## src/rtl/fnd_pkg.sv

```systemverilog
// rtl/fnd_pkg.sv - mode encodings, segment patterns and clamp limit shared by the FND display controller
package fnd_pkg;

    typedef enum logic [1:0] {
        MODE_STOPWATCH  = 2'b00,
        MODE_MICROWAVE  = 2'b01,
        MODE_AIR_HANDLE = 2'b10,
        MODE_BLANK      = 2'b11
    } mode_t;

    typedef enum logic [1:0] {
        CONV_IDLE,
        CONV_LOAD,
        CONV_SHIFT,
        CONV_COMMIT
    } conv_state_t;

    localparam logic [6:0]  SEG_0       = 7'h40;
    localparam logic [6:0]  SEG_1       = 7'h79;
    localparam logic [6:0]  SEG_2       = 7'h24;
    localparam logic [6:0]  SEG_3       = 7'h30;
    localparam logic [6:0]  SEG_4       = 7'h19;
    localparam logic [6:0]  SEG_5       = 7'h12;
    localparam logic [6:0]  SEG_6       = 7'h02;
    localparam logic [6:0]  SEG_7       = 7'h78;
    localparam logic [6:0]  SEG_8       = 7'h00;
    localparam logic [6:0]  SEG_9       = 7'h10;
    localparam logic [6:0]  SEG_BLANK   = 7'h7F;
    localparam logic [13:0] CLAMP_LIMIT = 14'd9999;

    function automatic logic [6:0] seg_pattern(input logic [3:0] digit);
        case (digit)
            4'd0:    return SEG_0;
            4'd1:    return SEG_1;
            4'd2:    return SEG_2;
            4'd3:    return SEG_3;
            4'd4:    return SEG_4;
            4'd5:    return SEG_5;
            4'd6:    return SEG_6;
            4'd7:    return SEG_7;
            4'd8:    return SEG_8;
            4'd9:    return SEG_9;
            default: return SEG_BLANK;
        endcase
    endfunction

endpackage

```

## src/rtl/fnd_display_ctrl_bin2bcd_seq.sv

```systemverilog
// rtl/fnd_display_ctrl_bin2bcd_seq.sv - free-running iterative double-dabble converter, 14-bit binary to 4-digit BCD
module bin2bcd_seq
    import fnd_pkg::*;
(
    input  logic        clk,
    input  logic        reset,
    input  logic [13:0] bin,
    output logic [15:0] bcd,
    output logic        valid
);

    conv_state_t conv_state;
    logic [15:0] bcd_work;
    logic [13:0] bin_work;
    logic [3:0]  iter;
    logic [29:0] shifted;

    function automatic logic [15:0] add3(input logic [15:0] v);
        logic [15:0] r;
        r = '0;
        for (int i = 0; i < 4; i++) begin
            r[i*4 +: 4] = (v[i*4 +: 4] >= 4'd5) ? v[i*4 +: 4] + 4'd3 : v[i*4 +: 4];
        end
        return r;
    endfunction

    always_comb begin
        shifted = {add3(bcd_work), bin_work} << 1;
    end

    // bcd only changes together with the valid pulse, so consumers never see a partial result
    always_ff @(posedge clk or posedge reset) begin
        if (reset) begin
            conv_state <= CONV_IDLE;
            bcd_work   <= '0;
            bin_work   <= '0;
            iter       <= '0;
            bcd        <= '0;
            valid      <= 1'b0;
        end else begin
            valid <= 1'b0;
            case (conv_state)
                CONV_IDLE: begin
                    conv_state <= CONV_LOAD;
                end
                CONV_LOAD: begin
                    bin_work   <= bin;
                    bcd_work   <= '0;
                    iter       <= '0;
                    conv_state <= CONV_SHIFT;
                end
                CONV_SHIFT: begin
                    {bcd_work, bin_work} <= shifted;
                    iter                 <= iter + 4'd1;
                    if (iter == 4'd13) begin
                        bcd        <= shifted[29:14];
                        valid      <= 1'b1;
                        conv_state <= CONV_COMMIT;
                    end
                end
                CONV_COMMIT: begin
                    conv_state <= CONV_LOAD;
                end
                default: begin
                    conv_state <= CONV_IDLE;
                end
            endcase
        end
    end

endmodule

```

## src/rtl/fnd_display_ctrl.sv

```systemverilog
// rtl/fnd_display_ctrl.sv - four-digit multiplexed FND controller; optional blinking under FND_BLINK_EN
module fnd_display_ctrl
    import fnd_pkg::*;
#(
    parameter int unsigned REFRESH_CYCLES = 100_000,
    parameter int unsigned BLINK_CYCLES   = 50_000_000
) (
    input  logic        clk,
    input  logic        reset,
    input  logic [1:0]  state,
    input  logic [13:0] watch_seg_data,
    input  logic [13:0] oven_seg_data,
    input  logic [13:0] air_seg_data,
    input  logic [3:0]  dp_mask,
    input  logic        blink,
    output logic [3:0]  an,
    output logic [7:0]  seg
);

    localparam int REF_W = (REFRESH_CYCLES > 1) ? $clog2(REFRESH_CYCLES) : 1;

    logic [13:0]      selected;
    logic [13:0]      clamped;
    logic [15:0]      bcd;
    logic             bcd_valid;
    logic [15:0]      disp_reg;
    logic [REF_W-1:0] refresh_cnt;
    logic [1:0]       idx;
    logic [3:0]       nibble;
    logic             blank_blink;
    logic             blank;

    always_comb begin
        selected = '0;
        case (mode_t'(state))
            MODE_STOPWATCH:  selected = watch_seg_data;
            MODE_MICROWAVE:  selected = oven_seg_data;
            MODE_AIR_HANDLE: selected = air_seg_data;
            default:         selected = '0;
        endcase
        clamped = (selected > CLAMP_LIMIT) ? CLAMP_LIMIT : selected;
    end

    bin2bcd_seq u_bin2bcd (
        .clk   (clk),
        .reset (reset),
        .bin   (clamped),
        .bcd   (bcd),
        .valid (bcd_valid)
    );

`ifdef FND_BLINK_EN
    localparam int BLINK_W = (BLINK_CYCLES > 1) ? $clog2(BLINK_CYCLES) : 1;

    logic [BLINK_W-1:0] blink_cnt;
    logic               blink_phase;

    // dropping blink clears the phase so the next blink period starts visible
    always_ff @(posedge clk or posedge reset) begin
        if (reset) begin
            blink_cnt   <= '0;
            blink_phase <= 1'b0;
        end else if (!blink) begin
            blink_cnt   <= '0;
            blink_phase <= 1'b0;
        end else if (blink_cnt == BLINK_W'(BLINK_CYCLES - 1)) begin
            blink_cnt   <= '0;
            blink_phase <= ~blink_phase;
        end else begin
            blink_cnt <= blink_cnt + 1'b1;
        end
    end

    assign blank_blink = blink & blink_phase;
`else
    localparam int unsigned blink_cycles_unused = BLINK_CYCLES;
    logic blink_unused;

    assign blink_unused = blink;
    assign blank_blink  = 1'b0;
`endif

    assign nibble = disp_reg[{idx, 2'b00} +: 4];
    assign blank  = (mode_t'(state) == MODE_BLANK) | blank_blink;

    always_ff @(posedge clk or posedge reset) begin
        if (reset) begin
            refresh_cnt <= '0;
            idx         <= '0;
            disp_reg    <= '0;
            an          <= 4'b1111;
            seg         <= 8'hFF;
        end else begin
            if (refresh_cnt == REF_W'(REFRESH_CYCLES - 1)) begin
                refresh_cnt <= '0;
                idx         <= idx + 2'd1;
            end else begin
                refresh_cnt <= refresh_cnt + 1'b1;
            end
            if (bcd_valid) begin
                disp_reg <= bcd;
            end
            an  <= blank ? 4'b1111 : ~(4'b0001 << idx);
            seg <= {~dp_mask[idx], seg_pattern(nibble)};
        end
    end

endmodule

```

## config.mk

```make
export PLATFORM = sky130hd
export DESIGN_NAME = fnd_display_ctrl
export DESIGN_NICKNAME = d
export VERILOG_FILES = /design/src/rtl/fnd_pkg.sv /design/src/rtl/fnd_display_ctrl_bin2bcd_seq.sv /design/src/rtl/fnd_display_ctrl.sv
export SDC_FILE = /design/constraint.sdc
export NUM_CORES = 1
export LEC_CHECK = 0
export ABC_AREA = 1
export CORE_ASPECT_RATIO = 2
export CORE_MARGIN = 10
export CORE_UTILIZATION = 44
export DETAILED_ROUTE_END_ITERATION = 16
export HOLD_SLACK_MARGIN = 0.12
export PLACE_DENSITY = 0.71
export SYNTH_ARGS = -nofsm -noshare
export SYNTH_HDL_FRONTEND = slang
export SYNTH_SLANG_ARGS = --single-unit
```

## constraint.sdc

```tcl
create_clock -name clk -period 3.7 [get_ports clk]
set_input_delay 0.925 -clock clk [delete_from_list [all_inputs] [get_ports clk]]
set_output_delay 0.925 -clock clk [all_outputs]
set_load 0.005 [all_outputs]
```

; ---- Word level (Yosys, flattened, before mapping)
; Memories as Yosys holds them, arrays and structs flattened. A register that Yosys moved wholly into a read port is not among the register bits.
; Index checks and enable logic that the tools add are counted.
[word_totals]
input_bits = 51
latch_bits = 0
elab_cells = 60
rom_bits = 112
output_inout_bits = 12
ramBits = 0
memories = 1
register_bits = 100
[classes]
n_lt_le_gt_ge = 6
n_eq_ne = 9
add_sub_neg = 7
div_mod_pow = 0
multipliers = 0
n_reduce_logical = 5
muxes = 17
shifts = 2
bitwise = 2
[mem_list]
columns = memory, depth, word_bits, rd, rd_ports_with_merged_regs, wr, line
row1 = (name not given), 16, 7, 1, 1, 0, fnd_pkg.sv:32  ; case (digit)
[ops]
columns = operator, n
row1 = $pmux 14 s3, 1
row2 = $pmux 16 s2, 1
row3 = $pmux 14 s2, 1
row4 = $add 17x1->17 const B, 1
row5 = $eq 17x17->1 const B, 1
row6 = $mux 17, 1
row7 = $ge 4x3->1 const B, 4
row8 = $mux 4, 4
row9 = $shiftx 16x5->4, 1
row10 = $gt 14x14->1 const B, 1
row11 = $mux 14, 1
row12 = $add 4x2->4 const B, 3
row13 = $eq 2x2->1 const B, 4
row14 = $pmux 4 s2, 1
row15 = $pmux 2 s3, 1
row16 = $add 4x1->4 const B, 1
row17 = $eq 2x1->1 const B, 2
row18 = $eq 4x4->1 const B, 1
row19 = $logic_not 2->1, 2
row20 = $not 4->4, 1
row21 = $shl 1x2->4 const A, 1
row22 = $add 3x2->3 const B, 1
row23 = $lt 2x3->1 const B, 1
row24 = $mux 1, 3
row25 = 9 further kinds, 9

; ---- Depth between registers and ports, before layout
; Gate-level depths: netlist (run 1).
[depth]
depth_word = 5
depth_mapped = 14
depth_no_buf = 12

; ---- Cells and area by module
; Synthesis (run 1) repeated with hierarchy kept, for this count alone.
[hier_totals]
hier_cells = 636
hier_area_um2 = 5372.7
[by_module_without_submodules]
columns = module, seq_area_each_um2, cells_each, area_each_um2, instances
row1 = fnd_display_ctrl, 1191.1, 342, 2796.4, 1
row2 = bin2bcd_seq, 1326.3, 294, 2576.2, 1

; ---- Least setup slack after synthesis (run 1)
; No wires, ideal clock.
[synth_timing]
path_type = in2reg
from = input state[1]
to = register u_bin2bcd.bin_work[2]
cell_stages = 13
n_path_buf = 2
setup_slack_ps = 1621
setup_time_ps = 116
t_arrival_ps = 1963
t_required_ps = 3584
cell_sequence = clkbuf_8 > inv_2 > nand2_1 > inv_2 > nand2_1 > nand2_1 > a21oi_1 > inv_1 > nand2_2 > buf_6 > nand2_1 > nand2_1 > nand2_1
[synth_between]
elab_chain_len = 5
word_cells_on_any_way = 7
cone_classes = order compare: 1 / eq/ne: 2 / mux: 3 / reduce/logical: 1
[synth_lines]
columns = element, line
row1 = "start, declared", fnd_display_ctrl.sv:10  ; input logic [1:0] state,
row2 = "$eq 2x2->1, or another cell as far along", fnd_display_ctrl.sv:35  ; case (mode_t'(state))
row3 = $pmux 14 s3 (*), fnd_display_ctrl.sv:35
row4 = $gt 14x14->1, fnd_display_ctrl.sv:41  ; clamped = (selected > CLAMP_LIMIT) ? CLAMP_LIMIT : selected;
row5 = $mux 14 (*), fnd_display_ctrl.sv:41
row6 = $pmux 14 s2 (*), fnd_display_ctrl_bin2bcd_seq.sv:42  ; case (conv_state)
row7 = "end signal, assigned", fnd_display_ctrl_bin2bcd_seq.sv:47  ; bin_work <= bin;
row8 = "end signal, assigned", fnd_display_ctrl_bin2bcd_seq.sv:53  ; {bcd_work, bin_work} <= shifted;
row9 = "end, declared", fnd_display_ctrl_bin2bcd_seq.sv:14  ; logic [13:0] bin_work;
; Every way passes the cells marked *; elsewhere a longest branch is shown, timed or not.
; A chain may end at the register's enable or synchronous reset.

; ---- Final worst setup path (run 1)
[layout_timing]
from = input state[1]
to = register u_bin2bcd.bin_work[3]
; The elaborated chain is that of the path after synthesis.

==> impl_metrics.xml, run 1 <==
<?xml version="1.0" encoding="UTF-8"?>
<metrics>
  <group name="min_path">
    <metric name="hold_path.startpoint" unit="">refresh_cnt[0]</metric>
    <metric name="hold_end" unit="">refresh_cnt[0]</metric>
    <metric name="min_delay_path_depth" unit="">1</metric>
    <metric name="min_path_type" unit="">reg2reg</metric>
  </group>
  <group name="logic_synthesis">
    <metric name="postSynthCellCount" unit="">602</metric>
    <metric name="asyncSetResetFlopFracSynth" unit="%">100</metric>
    <metric name="synth_enable_flop_cells" unit="">0</metric>
    <metric name="mappedNetlistNets" unit="">675</metric>
    <metric name="ys_dominant_reg_cell" unit="">sky130_fd_sc_hd__dfrtp_1</metric>
    <metric name="yosysUniqueCellTypes" unit="">39</metric>
    <metric name="yosys_warnings" unit="">0</metric>
    <metric name="synth-seq-area-share" unit="%">49.2</metric>
    <metric name="synth-seq-cells" unit="">100</metric>
    <metric name="mapped_cell_area" unit="µm²">5120</metric>
    <metric name="synth.avg_cell_area" unit="µm²">8.50</metric>
  </group>
  <group name="clock_network">
    <metric name="h-tree-depth" unit="">3</metric>
    <metric name="cts_inserted_buffers" unit="">9</metric>
    <metric name="clk_pin_slew_worst_paths" unit="ns">0.07</metric>
    <metric name="postCtsHoldBufs" unit="">0</metric>
    <metric name="worst_skew_pair.late_latency" unit="ns">0.34</metric>
    <metric name="clock-sinks" unit="">100</metric>
    <metric name="clk_root_buffer_cell" unit="">sky130_fd_sc_hd__clkbuf_16</metric>
    <metric name="clock_tree_from_tritoncts" unit="">built</metric>
    <metric name="max-clock-path-buffers" unit="">2</metric>
    <metric name="post_cts.resized_instances" unit="">0</metric>
    <metric name="cts_post_setup_buffers_inserted" unit="">0</metric>
  </group>
  <group name="setup_path">
    <metric name="critical_path.slowest_cell" unit="">sky130_fd_sc_hd__clkdlybuf4s50_1</metric>
    <metric name="setup.reg_to_reg.worst_slack" unit="ns">1.51</metric>
    <metric name="crit_path_max_incr_delay" unit="ns">0.69</metric>
    <metric name="crit_top_cell" unit="">sky130_fd_sc_hd__nand2_1</metric>
    <metric name="crit_path_start_kind" unit="">input port</metric>
    <metric name="chain_of_cells_forming_the_critical_path" unit="">clkdlybuf4s50_1 -&gt; inv_2 -&gt; nand2_1 -&gt; inv_2 -&gt; nand2_1 -&gt; nand2_1 -&gt; a21oi_1 -&gt; inv_1 -&gt; nand2_2 -&gt; nand2_1 -&gt; nand2_1 -&gt; nand2_1</metric>
    <metric name="worst_reg_to_reg_cells" unit="">8</metric>
    <metric name="top_fanout_value_on_the_critical_path" unit="">11</metric>
    <metric name="worst_r2r_endpoint" unit="">seg[5]</metric>
    <metric name="critPathRequiredTime" unit="ns">3.93</metric>
    <metric name="worst_setup_path_end_kind" unit="">register</metric>
    <metric name="cp_data_arrival_time" unit="ns">2.84</metric>
    <metric name="crit_reg_reg_startpoint" unit="">idx[0]</metric>
    <metric name="path_class" unit="">in2reg</metric>
  </group>
  <group name="power">
    <metric name="vdd.ir_drop.worst" unit="µV">320</metric>
    <metric name="share_clk_of_total_power" unit="%">30.4</metric>
    <metric name="p_switching" unit="mW">0.981</metric>
    <metric name="comb_power_share" unit="%">25.1</metric>
    <metric name="static-leakage-power" unit="nW">2.90</metric>
    <metric name="swShare" unit="%">29.6</metric>
    <metric name="power.sequential.fraction" unit="%">44.4</metric>
    <metric name="p_total" unit="mW">3.31</metric>
    <metric name="power_density" unit="nW/µm²">538</metric>
    <metric name="internal-power" unit="mW">2.33</metric>
  </group>
  <group name="placement">
    <metric name="buffer_ports.inserted" unit="">61</metric>
    <metric name="place_inst" unit="">790</metric>
    <metric name="post-dp-hpwl" unit="µm">8350</metric>
    <metric name="place_congestion" unit="">0.829</metric>
  </group>
  <group name="floorplanning">
    <metric name="die_width" unit="µm">96.3</metric>
    <metric name="die_height" unit="µm">173</metric>
    <metric name="row_count" unit="">55</metric>
    <metric name="ioPinCount" unit="">63</metric>
    <metric name="placeableCoreArea" unit="µm²">11400</metric>
    <metric name="initial_core_util" unit="%">45.1</metric>
    <metric name="fp.dieArea" unit="µm²">16600</metric>
  </group>
  <group name="final_layout">
    <metric name="largest_register_ffs" unit="">17</metric>
    <metric name="synthToLayoutAreaGrowth" unit="%">20.3</metric>
    <metric name="largest-register" unit="">refresh_cnt</metric>
    <metric name="layoutNonFillerInstCount" unit="">806</metric>
    <metric name="design.final.nets" unit="">732</metric>
    <metric name="diodes" unit="">0</metric>
    <metric name="layout-drive-gt1-share" unit="%">8.28</metric>
  </group>
  <group name="drt">
    <metric name="detailedRoute.firstPassIterationCount" unit="">5</metric>
    <metric name="wirelength" unit="µm">10700</metric>
    <metric name="drt.antenna.violating_nets" unit="">0</metric>
    <metric name="wl_per_cell" unit="µm">13.3</metric>
    <metric name="drtIter0Drc" unit="">133</metric>
    <metric name="drcViolationCount" unit="">0</metric>
    <metric name="routed_vias" unit="">4147</metric>
    <metric name="post_drt_via_cell_ratio" unit="">5.15</metric>
  </group>
  <group name="grt">
    <metric name="overflow" unit="">0</metric>
    <metric name="grt_pass1_vias" unit="">4308</metric>
    <metric name="grt_max_degree" unit="">44</metric>
    <metric name="grt_antenna_before_repair" unit="">0</metric>
    <metric name="grt_use_total" unit="%">13.5</metric>
    <metric name="grt_pass1_wl" unit="µm">18600</metric>
  </group>
  <group name="sta">
    <metric name="final.setup_skew" unit="ns">0.00947</metric>
    <metric name="worst_slew_pin_slew" unit="ns">0.790</metric>
    <metric name="final-max-slew-violation-count" unit="">0</metric>
    <metric name="maxSlewHeadroom" unit="%">47.3</metric>
    <metric name="holdWs" unit="ns">0.461</metric>
    <metric name="fmax" unit="MHz">383</metric>
    <metric name="tns_setup" unit="ns">0</metric>
    <metric name="final-setup-viol-count" unit="">0</metric>
    <metric name="rsz0062_at_grt" unit="">no</metric>
    <metric name="layout_min_cycle_time" unit="ns">2.61</metric>
    <metric name="hold_violations" unit="">0</metric>
    <metric name="layout_worst_path_cycle_share" unit="%">70.5</metric>
  </group>
  <group name="run_status">
    <metric name="run_status" unit="">finished, final reports clean</metric>
  </group>
  <group name="job">
    <metric name="drv_cap" unit="">0</metric>
  </group>
</metrics>
-- critical path, delay by kind of cell --
family                 cells  cell delay (ns)
and+or+nand+nor            7             0.67
AOI/OAI and AO/OA          1             0.20
buffers and inverters      4             1.04
-- placed cells by master, fill, tap and decap left out, types with 2 or more instances in the layout --
cell | Yosys | final
sky130_fd_sc_hd__bufinv_16 | 0 | 2
sky130_fd_sc_hd__mux2_2 | 10 | 10
sky130_fd_sc_hd__clkinvlp_4 | 0 | 2
sky130_fd_sc_hd__inv_2 | 3 | 3
sky130_fd_sc_hd__nor3_1 | 7 | 7
sky130_fd_sc_hd__nor2_1 | 45 | 45
sky130_fd_sc_hd__nand2_1 | 139 | 139
sky130_fd_sc_hd__buf_4 | 1 | 3
sky130_fd_sc_hd__o21ai_0 | 50 | 50
sky130_fd_sc_hd__nand3_1 | 39 | 39
sky130_fd_sc_hd__a21oi_1 | 20 | 20
sky130_fd_sc_hd__clkbuf_16 | 0 | 9
sky130_fd_sc_hd__nand4_1 | 6 | 6
sky130_fd_sc_hd__nand3b_1 | 2 | 2
sky130_fd_sc_hd__ha_1 | 22 | 22
sky130_fd_sc_hd__o211ai_1 | 4 | 4
sky130_fd_sc_hd__dfrtp_1 | 88 | 88
sky130_fd_sc_hd__nor2_4 | 2 | 2
sky130_fd_sc_hd__clkdlybuf4s50_1 | 0 | 61
sky130_fd_sc_hd__o221ai_1 | 2 | 2
sky130_fd_sc_hd__inv_1 | 75 | 74
sky130_fd_sc_hd__o22ai_1 | 21 | 21
sky130_fd_sc_hd__a211oi_1 | 5 | 5
sky130_fd_sc_hd__dfstp_2 | 12 | 12
sky130_fd_sc_hd__nor4_1 | 3 | 3
sky130_fd_sc_hd__or2_2 | 4 | 4
sky130_fd_sc_hd__xor2_1 | 13 | 13
-- per-stage QoR --
stage / util (%) / instance area, µm² / worst slack (ns)
floorplan: - / 5120 / 0.176
global placement: 51.4 / 5830 / 0.789
detailed placement: 51.4 / 5830 / 0.732
CTS: 54.2 / 6160 / 1.08
global route: 54.2 / 6160 / 0.905
finish: 54.2 / 6160 / 1.09
-- synthesized netlist by cell type, drive strengths merged, types with 2 or more instances --
cell / n / area, µm²
nand3b: 2 / 15.0
nor4: 3 / 18.8
o21ai: 51 / 259
inv: 78 / 293
a211oi: 5 / 37.5
o22ai: 21 / 131
nand3: 40 / 205
clkbuf: 10 / 47.5
ha: 22 / 275
o221ai: 2 / 17.5
nand2: 140 / 528
mux2: 10 / 113
dfrtp: 88 / 2200
a21oi: 20 / 100
xor2: 13 / 114
or2: 4 / 25.0
o211ai: 4 / 30.0
dfstp: 12 / 315
nor3: 7 / 35.0
buf: 9 / 71.3
nand4: 6 / 37.5
nor2: 48 / 198
-- power groups by stage --
stage / Clock (mW) / Sequential [mW] / Combinational [mW]
after detailed placement: 0 / 1.49 / 0.835
final: 1.01 / 1.47 / 0.832
after global routing: 1.07 / 1.50 / 0.963
after global placement: 0 / 1.48 / 0.788
after floorplan: 0 / 1.46 / 0.561
after CTS: 1.03 / 1.47 / 0.841
-- how the worst max path moves through the flow --
stage               startpoint               endpoint  slack, ns  depth (start not counted)
floorplan                reset            disp_reg[0]       0.18                          1
global placement      state[0]  u_bin2bcd.bin_work[4]       0.79                         10
detailed placement    state[0]  u_bin2bcd.bin_work[4]       0.73                         10
CTS                   state[0]  u_bin2bcd.bin_work[4]       1.08                         10
global route          state[0]  u_bin2bcd.bin_work[0]       0.90                         12
finish                state[1]  u_bin2bcd.bin_work[3]       1.09                         12
-- cell families after synthesis --
family / after synthesis / share of synthesized area (%)
compound gates: 107 / 11.9
xor+xnor: 13 / 2.22
fa+ha+maj: 22 / 5.38
buf+inv: 98 / 8.12
flops: 100 / 49.2
mux: 10 / 2.20
simple gates: 252 / 21.0
-- per-layer routing --
| layer | global-route usage (%) | routed length [µm] | share of wire, % |
|---|---|---|---|
| met2 | 24.9 | 5860 | 55 |
| met1 | 13.0 | 4010 | 37 |
| met4 | 6.12 | 296 | 2.8 |
| met3 | 3.51 | 568 | 5.3 |
| met5 | 0 | 0 | 0 |
-- area by class of cell --
| cell class | instances | area (µm²) |
|---|---|---|
| clock buffer | 11 | 243 |
| clock inverter | 5 | 83.8 |
| sequential | 100 | 2520 |
| timing repair buffer | 65 | 653 |
| fill | 1047 | 5190 |
| inverter | 79 | 299 |
| multi-input combinational | 404 | 2190 |
| tap | 142 | 178 |
No activity file was read; power rests on OpenSTA's default activity.
==> inputs of run 2 (changes only) <==
==> constraint.sdc (replaced) <==
create_clock -name clk -period 2.32 [get_ports clk]
set_input_delay 0.58 -clock clk [delete_from_list [all_inputs] [get_ports clk]]
set_output_delay 0.58 -clock clk [all_outputs]
set_load 0.005 [all_outputs]
==> impl_metrics.xml, run 2 (synthesis results as in run 1) <==
<?xml version="1.0" encoding="UTF-8"?>
<metrics>
  <group name="clock_network">
    <metric name="h-tree-depth" unit="">3</metric>
    <metric name="clock_tree_from_tritoncts" unit="">built</metric>
    <metric name="cts_inserted_buffers" unit="">9</metric>
    <metric name="max-clock-path-buffers" unit="">2</metric>
    <metric name="clk_root_buffer_cell" unit="">sky130_fd_sc_hd__clkbuf_16</metric>
    <metric name="clk_pin_slew_worst_paths" unit="ns">0.07</metric>
    <metric name="clock-sinks" unit="">100</metric>
    <metric name="post_cts.resized_instances" unit="">0</metric>
    <metric name="cts_post_setup_buffers_inserted" unit="">0</metric>
    <metric name="postCtsHoldBufs" unit="">0</metric>
    <metric name="worst_skew_pair.late_latency" unit="ns">0.35</metric>
  </group>
  <group name="setup_path">
    <metric name="crit_reg_reg_startpoint" unit="">refresh_cnt[0]</metric>
    <metric name="worst_reg_to_reg_cells" unit="">9</metric>
    <metric name="crit_path_max_incr_delay" unit="ns">0.55</metric>
    <metric name="worst_setup_path_end_kind" unit="">register</metric>
    <metric name="chain_of_cells_forming_the_critical_path" unit="">clkdlybuf4s50_1 -&gt; buf_4 -&gt; nand3_1 -&gt; nand3_2 -&gt; nor2_1 -&gt; nand2_1 -&gt; nand2_1 -&gt; nand2_1 -&gt; nand2_2 -&gt; nand2_1 -&gt; nand2_1 -&gt; nand2_1</metric>
    <metric name="cp_data_arrival_time" unit="ns">2.21</metric>
    <metric name="setup.reg_to_reg.worst_slack" unit="ns">0.55</metric>
    <metric name="worst_r2r_endpoint" unit="">refresh_cnt[14]</metric>
    <metric name="top_fanout_value_on_the_critical_path" unit="">11</metric>
    <metric name="critPathRequiredTime" unit="ns">2.56</metric>
    <metric name="crit_top_cell" unit="">sky130_fd_sc_hd__nand2_1</metric>
    <metric name="critical_path.slowest_cell" unit="">sky130_fd_sc_hd__clkdlybuf4s50_1</metric>
    <metric name="crit_path_start_kind" unit="">input port</metric>
    <metric name="path_class" unit="">in2reg</metric>
  </group>
  <group name="final_layout">
    <metric name="diodes" unit="">0</metric>
    <metric name="mostFrequentLayoutCells" unit="">sky130_fd_sc_hd__nand2_1, sky130_fd_sc_hd__dfrtp_1, sky130_fd_sc_hd__inv_1</metric>
    <metric name="largest-register" unit="">refresh_cnt</metric>
    <metric name="layout.filler_cells" unit="">1049</metric>
    <metric name="design.final.nets" unit="">753</metric>
    <metric name="largest_register_ffs" unit="">17</metric>
    <metric name="layoutNonFillerInstCount" unit="">827</metric>
    <metric name="finalInstanceArea" unit="µm²">6280</metric>
    <metric name="synthToLayoutAreaGrowth" unit="%">22.6</metric>
    <metric name="final_common_cell" unit="">sky130_fd_sc_hd__nand2_1</metric>
    <metric name="layout-drive-gt1-share" unit="%">11.2</metric>
  </group>
  <group name="grt">
    <metric name="grt_pass1_vias" unit="">4433</metric>
    <metric name="overflow" unit="">0</metric>
    <metric name="grt_max_degree" unit="">58</metric>
    <metric name="grt_use_total" unit="%">13.9</metric>
    <metric name="grt_pass1_wl" unit="µm">18800</metric>
    <metric name="grt_antenna_before_repair" unit="">0</metric>
  </group>
  <group name="min_path">
    <metric name="hold_end" unit="">refresh_cnt[0]</metric>
    <metric name="min_delay_path_depth" unit="">1</metric>
    <metric name="hold_path.startpoint" unit="">refresh_cnt[0]</metric>
    <metric name="min_path_type" unit="">reg2reg</metric>
  </group>
  <group name="sta">
    <metric name="final-max-slew-violation-count" unit="">0</metric>
    <metric name="layout_worst_path_cycle_share" unit="%">84.9</metric>
    <metric name="hold_violations" unit="">0</metric>
    <metric name="fmax" unit="MHz">508</metric>
    <metric name="tns_setup" unit="ns">0</metric>
    <metric name="layout_min_cycle_time" unit="ns">1.97</metric>
    <metric name="holdWs" unit="ns">0.469</metric>
    <metric name="worst_slew_pin_slew" unit="ns">0.649</metric>
    <metric name="rsz0062_at_grt" unit="">no</metric>
    <metric name="final.setup_skew" unit="ns">0.00927</metric>
    <metric name="maxSlewHeadroom" unit="%">56.7</metric>
    <metric name="final-setup-viol-count" unit="">0</metric>
  </group>
  <group name="drt">
    <metric name="drt.antenna.violating_nets" unit="">0</metric>
    <metric name="drcViolationCount" unit="">0</metric>
    <metric name="drtIter0Drc" unit="">157</metric>
    <metric name="post_drt_via_cell_ratio" unit="">5.11</metric>
    <metric name="routed_vias" unit="">4222</metric>
    <metric name="wirelength" unit="µm">11000</metric>
    <metric name="wl_per_cell" unit="µm">13.3</metric>
    <metric name="detailedRoute.firstPassIterationCount" unit="">4</metric>
  </group>
  <group name="placement">
    <metric name="post-dp-hpwl" unit="µm">8650</metric>
    <metric name="place_inst" unit="">811</metric>
    <metric name="place_congestion" unit="">0.866</metric>
    <metric name="buffer_ports.inserted" unit="">61</metric>
    <metric name="place_area" unit="µm²">5990</metric>
  </group>
  <group name="floorplanning">
    <metric name="die_height" unit="µm">173</metric>
    <metric name="placeableCoreArea" unit="µm²">11400</metric>
    <metric name="fp.dieArea" unit="µm²">16600</metric>
    <metric name="ioPinCount" unit="">63</metric>
    <metric name="row_count" unit="">55</metric>
    <metric name="initial_core_util" unit="%">45.1</metric>
    <metric name="die_width" unit="µm">96.3</metric>
  </group>
  <group name="power">
    <metric name="power_density" unit="nW/µm²">817</metric>
    <metric name="p_total" unit="mW">5.13</metric>
    <metric name="vdd.ir_drop.worst" unit="µV">432</metric>
    <metric name="static-leakage-power" unit="nW">2.99</metric>
  </group>
  <group name="run_status">
    <metric name="run_status" unit="">finished, final reports clean</metric>
  </group>
  <group name="job">
    <metric name="drv_cap" unit="">0</metric>
  </group>
</metrics>
-- run 2: layout make-up --
type | instances | area, µm² | area share (%)
multi-input cells | 404 | 2190 | 34.8
clock buffers | 9 | 225 | 3.59
flip-flops and latches | 100 | 2520 | 40.1
inverters | 79 | 300 | 4.78
clock inverters | 7 | 58.8 | 0.937
repair buffers | 86 | 811 | 12.9
well taps | 142 | 178 | 2.83
-- run 2: worst max path at each step --
stage,start,end,slack (ns),cells past startpoint
finish,state[0],u_bin2bcd.bin_work[8],0.35,12
global route,state[0],u_bin2bcd.bin_work[10],0.15,12
CTS,state[0],u_bin2bcd.bin_work[1],0.32,12
detailed placement,state[0],u_bin2bcd.bin_work[1],-0.06,12
global placement,state[0],u_bin2bcd.bin_work[5],-0.02,12
floorplan,reset,disp_reg[0],0.56,1
-- run 2: per-layer routing --
layer,share of wire (%),track usage (%),up-vias
li1,-,-,2127
met1,35,12.3,1979
met2,56,26.4,93
met3,5.4,3.51,23
met4,3.3,7.60,0
met5,0,0,-
-- run 2: power breakdown --
| group | leakage, nW | switching (mW) | internal (mW) |
|---|---|---|---|
| clock | 0.138 | 0.691 | 0.744 |
| combinational | 1.60 | 0.738 | 0.603 |
| sequential | 1.25 | 0.193 | 2.16 |
| total | 2.99 | 1.62 | 3.50 |
-- run 2: critical path: cells and delay by family --
kind          cells  cell delay, ns
buf+inv           2            0.77
simple gates     10            0.85
-- run 2: per-stage QoR --
| step | util [%] | setup WS [ns] |
|---|---|---|
| 4_1_cts | 55.3 | 0.324 |
| 6_report | 55.3 | 0.351 |
| 3_5_place_dp | 52.8 | -0.0565 |
| 3_3_place_gp | 52.8 | -0.0163 |
| 2_1_floorplan | - | 0.560 |
| 5_1_grt | 55.3 | 0.149 |
==> inputs of run 3 (changes only) <==
==> constraint.sdc (replaced) <==
create_clock -name clk -period 1.8 [get_ports clk]
set_input_delay 0.45 -clock clk [delete_from_list [all_inputs] [get_ports clk]]
set_output_delay 0.45 -clock clk [all_outputs]
set_load 0.005 [all_outputs]
==> impl_metrics.xml, run 3 (synthesis results as in run 1) <==
<?xml version="1.0" encoding="UTF-8"?>
<metrics>
  <group name="run_status">
    <metric name="run_status" unit="">finished, final reports clean</metric>
  </group>
  <group name="sta">
    <metric name="maxSlewHeadroom" unit="%">66.0</metric>
    <metric name="rsz0062_at_grt" unit="">no</metric>
    <metric name="worst_slew_pin_slew" unit="ns">0.510</metric>
    <metric name="fmax" unit="MHz">608</metric>
    <metric name="layout_worst_path_cycle_share" unit="%">91.4</metric>
    <metric name="final-setup-viol-count" unit="">0</metric>
    <metric name="final-max-slew-violation-count" unit="">0</metric>
    <metric name="hold_violations" unit="">0</metric>
    <metric name="layout_min_cycle_time" unit="ns">1.64</metric>
    <metric name="final.setup_skew" unit="ns">0.0108</metric>
  </group>
  <group name="floorplanning">
    <metric name="initial_core_util" unit="%">45.1</metric>
    <metric name="ioPinCount" unit="">63</metric>
    <metric name="fp.dieArea" unit="µm²">16600</metric>
    <metric name="die_height" unit="µm">173</metric>
    <metric name="row_count" unit="">55</metric>
    <metric name="placeableCoreArea" unit="µm²">11400</metric>
    <metric name="die_width" unit="µm">96.3</metric>
  </group>
  <group name="final_layout">
    <metric name="synthToLayoutAreaGrowth" unit="%">27.5</metric>
    <metric name="largest_register_ffs" unit="">17</metric>
    <metric name="largest-register" unit="">refresh_cnt</metric>
    <metric name="layout.filler_cells" unit="">1003</metric>
    <metric name="mostFrequentLayoutCells" unit="">sky130_fd_sc_hd__nand2_1, sky130_fd_sc_hd__dfrtp_1, sky130_fd_sc_hd__inv_1</metric>
    <metric name="layoutNonFillerInstCount" unit="">850</metric>
    <metric name="final_common_cell" unit="">sky130_fd_sc_hd__nand2_1</metric>
    <metric name="diodes" unit="">0</metric>
    <metric name="design.final.nets" unit="">776</metric>
    <metric name="layout-drive-gt1-share" unit="%">15.8</metric>
    <metric name="postLayoutCoreUtil" unit="%">57.5</metric>
  </group>
  <group name="clock_network">
    <metric name="h-tree-depth" unit="">3</metric>
    <metric name="clk_root_buffer_cell" unit="">sky130_fd_sc_hd__clkbuf_16</metric>
    <metric name="max-clock-path-buffers" unit="">2</metric>
    <metric name="clk_pin_slew_worst_paths" unit="ns">0.07</metric>
    <metric name="worst_skew_pair.late_latency" unit="ns">0.35</metric>
    <metric name="clock_tree_from_tritoncts" unit="">built</metric>
    <metric name="clock-sinks" unit="">100</metric>
    <metric name="postCtsHoldBufs" unit="">0</metric>
    <metric name="cts_inserted_buffers" unit="">9</metric>
  </group>
  <group name="setup_path">
    <metric name="worst_setup_path_end_kind" unit="">register</metric>
    <metric name="critPathRequiredTime" unit="ns">2.04</metric>
    <metric name="top_fanout_value_on_the_critical_path" unit="">6</metric>
    <metric name="chain_of_cells_forming_the_critical_path" unit="">dlygate4sd2_1 -&gt; nor2_4 -&gt; buf_4 -&gt; buf_4 -&gt; nand2_1 -&gt; o211ai_1 -&gt; nor2_1 -&gt; nand2_2 -&gt; nand2_2 -&gt; nand2_1 -&gt; nand2_1 -&gt; nand2_1</metric>
    <metric name="critical_path.slowest_cell" unit="">sky130_fd_sc_hd__dlygate4sd2_1</metric>
    <metric name="crit_path_start_kind" unit="">input port</metric>
    <metric name="crit_top_cell" unit="">sky130_fd_sc_hd__nand2_1</metric>
    <metric name="crit_path_max_incr_delay" unit="ns">0.38</metric>
    <metric name="cp_data_arrival_time" unit="ns">1.88</metric>
    <metric name="path_class" unit="">in2reg</metric>
  </group>
  <group name="grt">
    <metric name="grt_pass1_vias" unit="">4684</metric>
    <metric name="overflow" unit="">0</metric>
    <metric name="grt_antenna_before_repair" unit="">0</metric>
    <metric name="grt_max_degree" unit="">33</metric>
    <metric name="grt_pass1_wl" unit="µm">19600</metric>
    <metric name="grt_use_total" unit="%">14.3</metric>
  </group>
  <group name="drt">
    <metric name="drcViolationCount" unit="">0</metric>
    <metric name="wl_per_cell" unit="µm">13.6</metric>
    <metric name="post_drt_via_cell_ratio" unit="">5.18</metric>
    <metric name="detailedRoute.firstPassIterationCount" unit="">5</metric>
    <metric name="drt.antenna.violating_nets" unit="">0</metric>
    <metric name="drtIter0Drc" unit="">148</metric>
    <metric name="wirelength" unit="µm">11600</metric>
    <metric name="routed_vias" unit="">4406</metric>
  </group>
  <group name="placement">
    <metric name="place_inst" unit="">824</metric>
    <metric name="buffer_ports.inserted" unit="">61</metric>
    <metric name="post-dp-hpwl" unit="µm">8830</metric>
    <metric name="place_congestion" unit="">0.805</metric>
  </group>
  <group name="power">
    <metric name="power_density" unit="nW/µm²">1040</metric>
    <metric name="static-leakage-power" unit="nW">3.13</metric>
    <metric name="vdd.ir_drop.worst" unit="µV">526</metric>
  </group>
  <group name="job">
    <metric name="drv_cap" unit="">0</metric>
  </group>
  <group name="min_path">
    <metric name="min_path_type" unit="">in2async</metric>
  </group>
</metrics>
## run 3: timing repair
item                                    CTS  global route
hold endpoints to repair                  0             0
endpoints found under the setup margin   38            18
gates cloned                              1             1
gates resized for setup                  17            16
buffers inserted                          3             5
pin swaps                                 0             8
## run 3: critical path, delay by kind of cell
| kind | cells | cell delay (ns) |
|---|---|---|
| and+or+nand+nor | 8 | 0.64 |
| buffers and inverters | 3 | 0.67 |
| AOI/OAI and AO/OA | 1 | 0.10 |
## run 3: power by group
group	internal [mW]	switching [mW]	total [mW]
clock	1.22	0.822	2.04
sequential	2.78	0.241	3.02
combinational	0.752	1.00	1.76
## run 3: per-layer routing
metal | vias to the layer above | track usage [%] | share of wire [%]
li1 | 2176 | - | -
met1 | 2081 | 12.8 | 34
met5 | - | 0 | 0
met3 | 32 | 3.82 | 5.8
met4 | 0 | 8.10 | 4.0
met2 | 117 | 26.7 | 56
## run 3: final timing paths
kind                            depth (start not counted)                     to                   from  slack [ns]
worst max-delay path                                   12  u_bin2bcd.bin_work[1]               state[0]        0.16
worst min-delay path                                    2            disp_reg[9]                  reset        0.46
worst max register to register                          6      u_bin2bcd.bcd[12]  u_bin2bcd.bcd_work[8]        0.16
worst min register to register                          1         refresh_cnt[0]         refresh_cnt[0]        0.46
max in group asynchronous                               3        refresh_cnt[16]                  reset        0.83
min in group clk                                        1         refresh_cnt[0]         refresh_cnt[0]        0.46
## run 3: area by class of cell
| class | count | area [µm²] | area share, % |
|---|---|---|---|
| inverter | 79 | 304 | 4.66 |
| clock inverter | 6 | 88.8 | 1.36 |
| sequential | 100 | 2520 | 38.6 |
| tap | 142 | 178 | 2.72 |
| timing repair inverter | 1 | 7.51 | 0.115 |
| clock buffer | 10 | 229 | 3.51 |
| multi-input combinational | 405 | 2230 | 34.2 |
| timing repair buffer | 107 | 968 | 14.8 |
## run 3: through the flow
stage	setup slack (ns)	cell area, µm²	power, mW	hold slack (ns)	setup TNS (ns)
2_1_floorplan	0.108	5120	4.16	0.433	0
3_3_place_gp	-0.366	6100	4.71	0.443	-4.51
3_5_place_dp	-0.401	6100	4.84	0.455	-4.84
4_1_cts	0.0343	6440	6.85	0.460	0
5_1_grt	0.00478	6530	7.23	0.494	0
6_report	0.155	6530	6.82	0.459	0
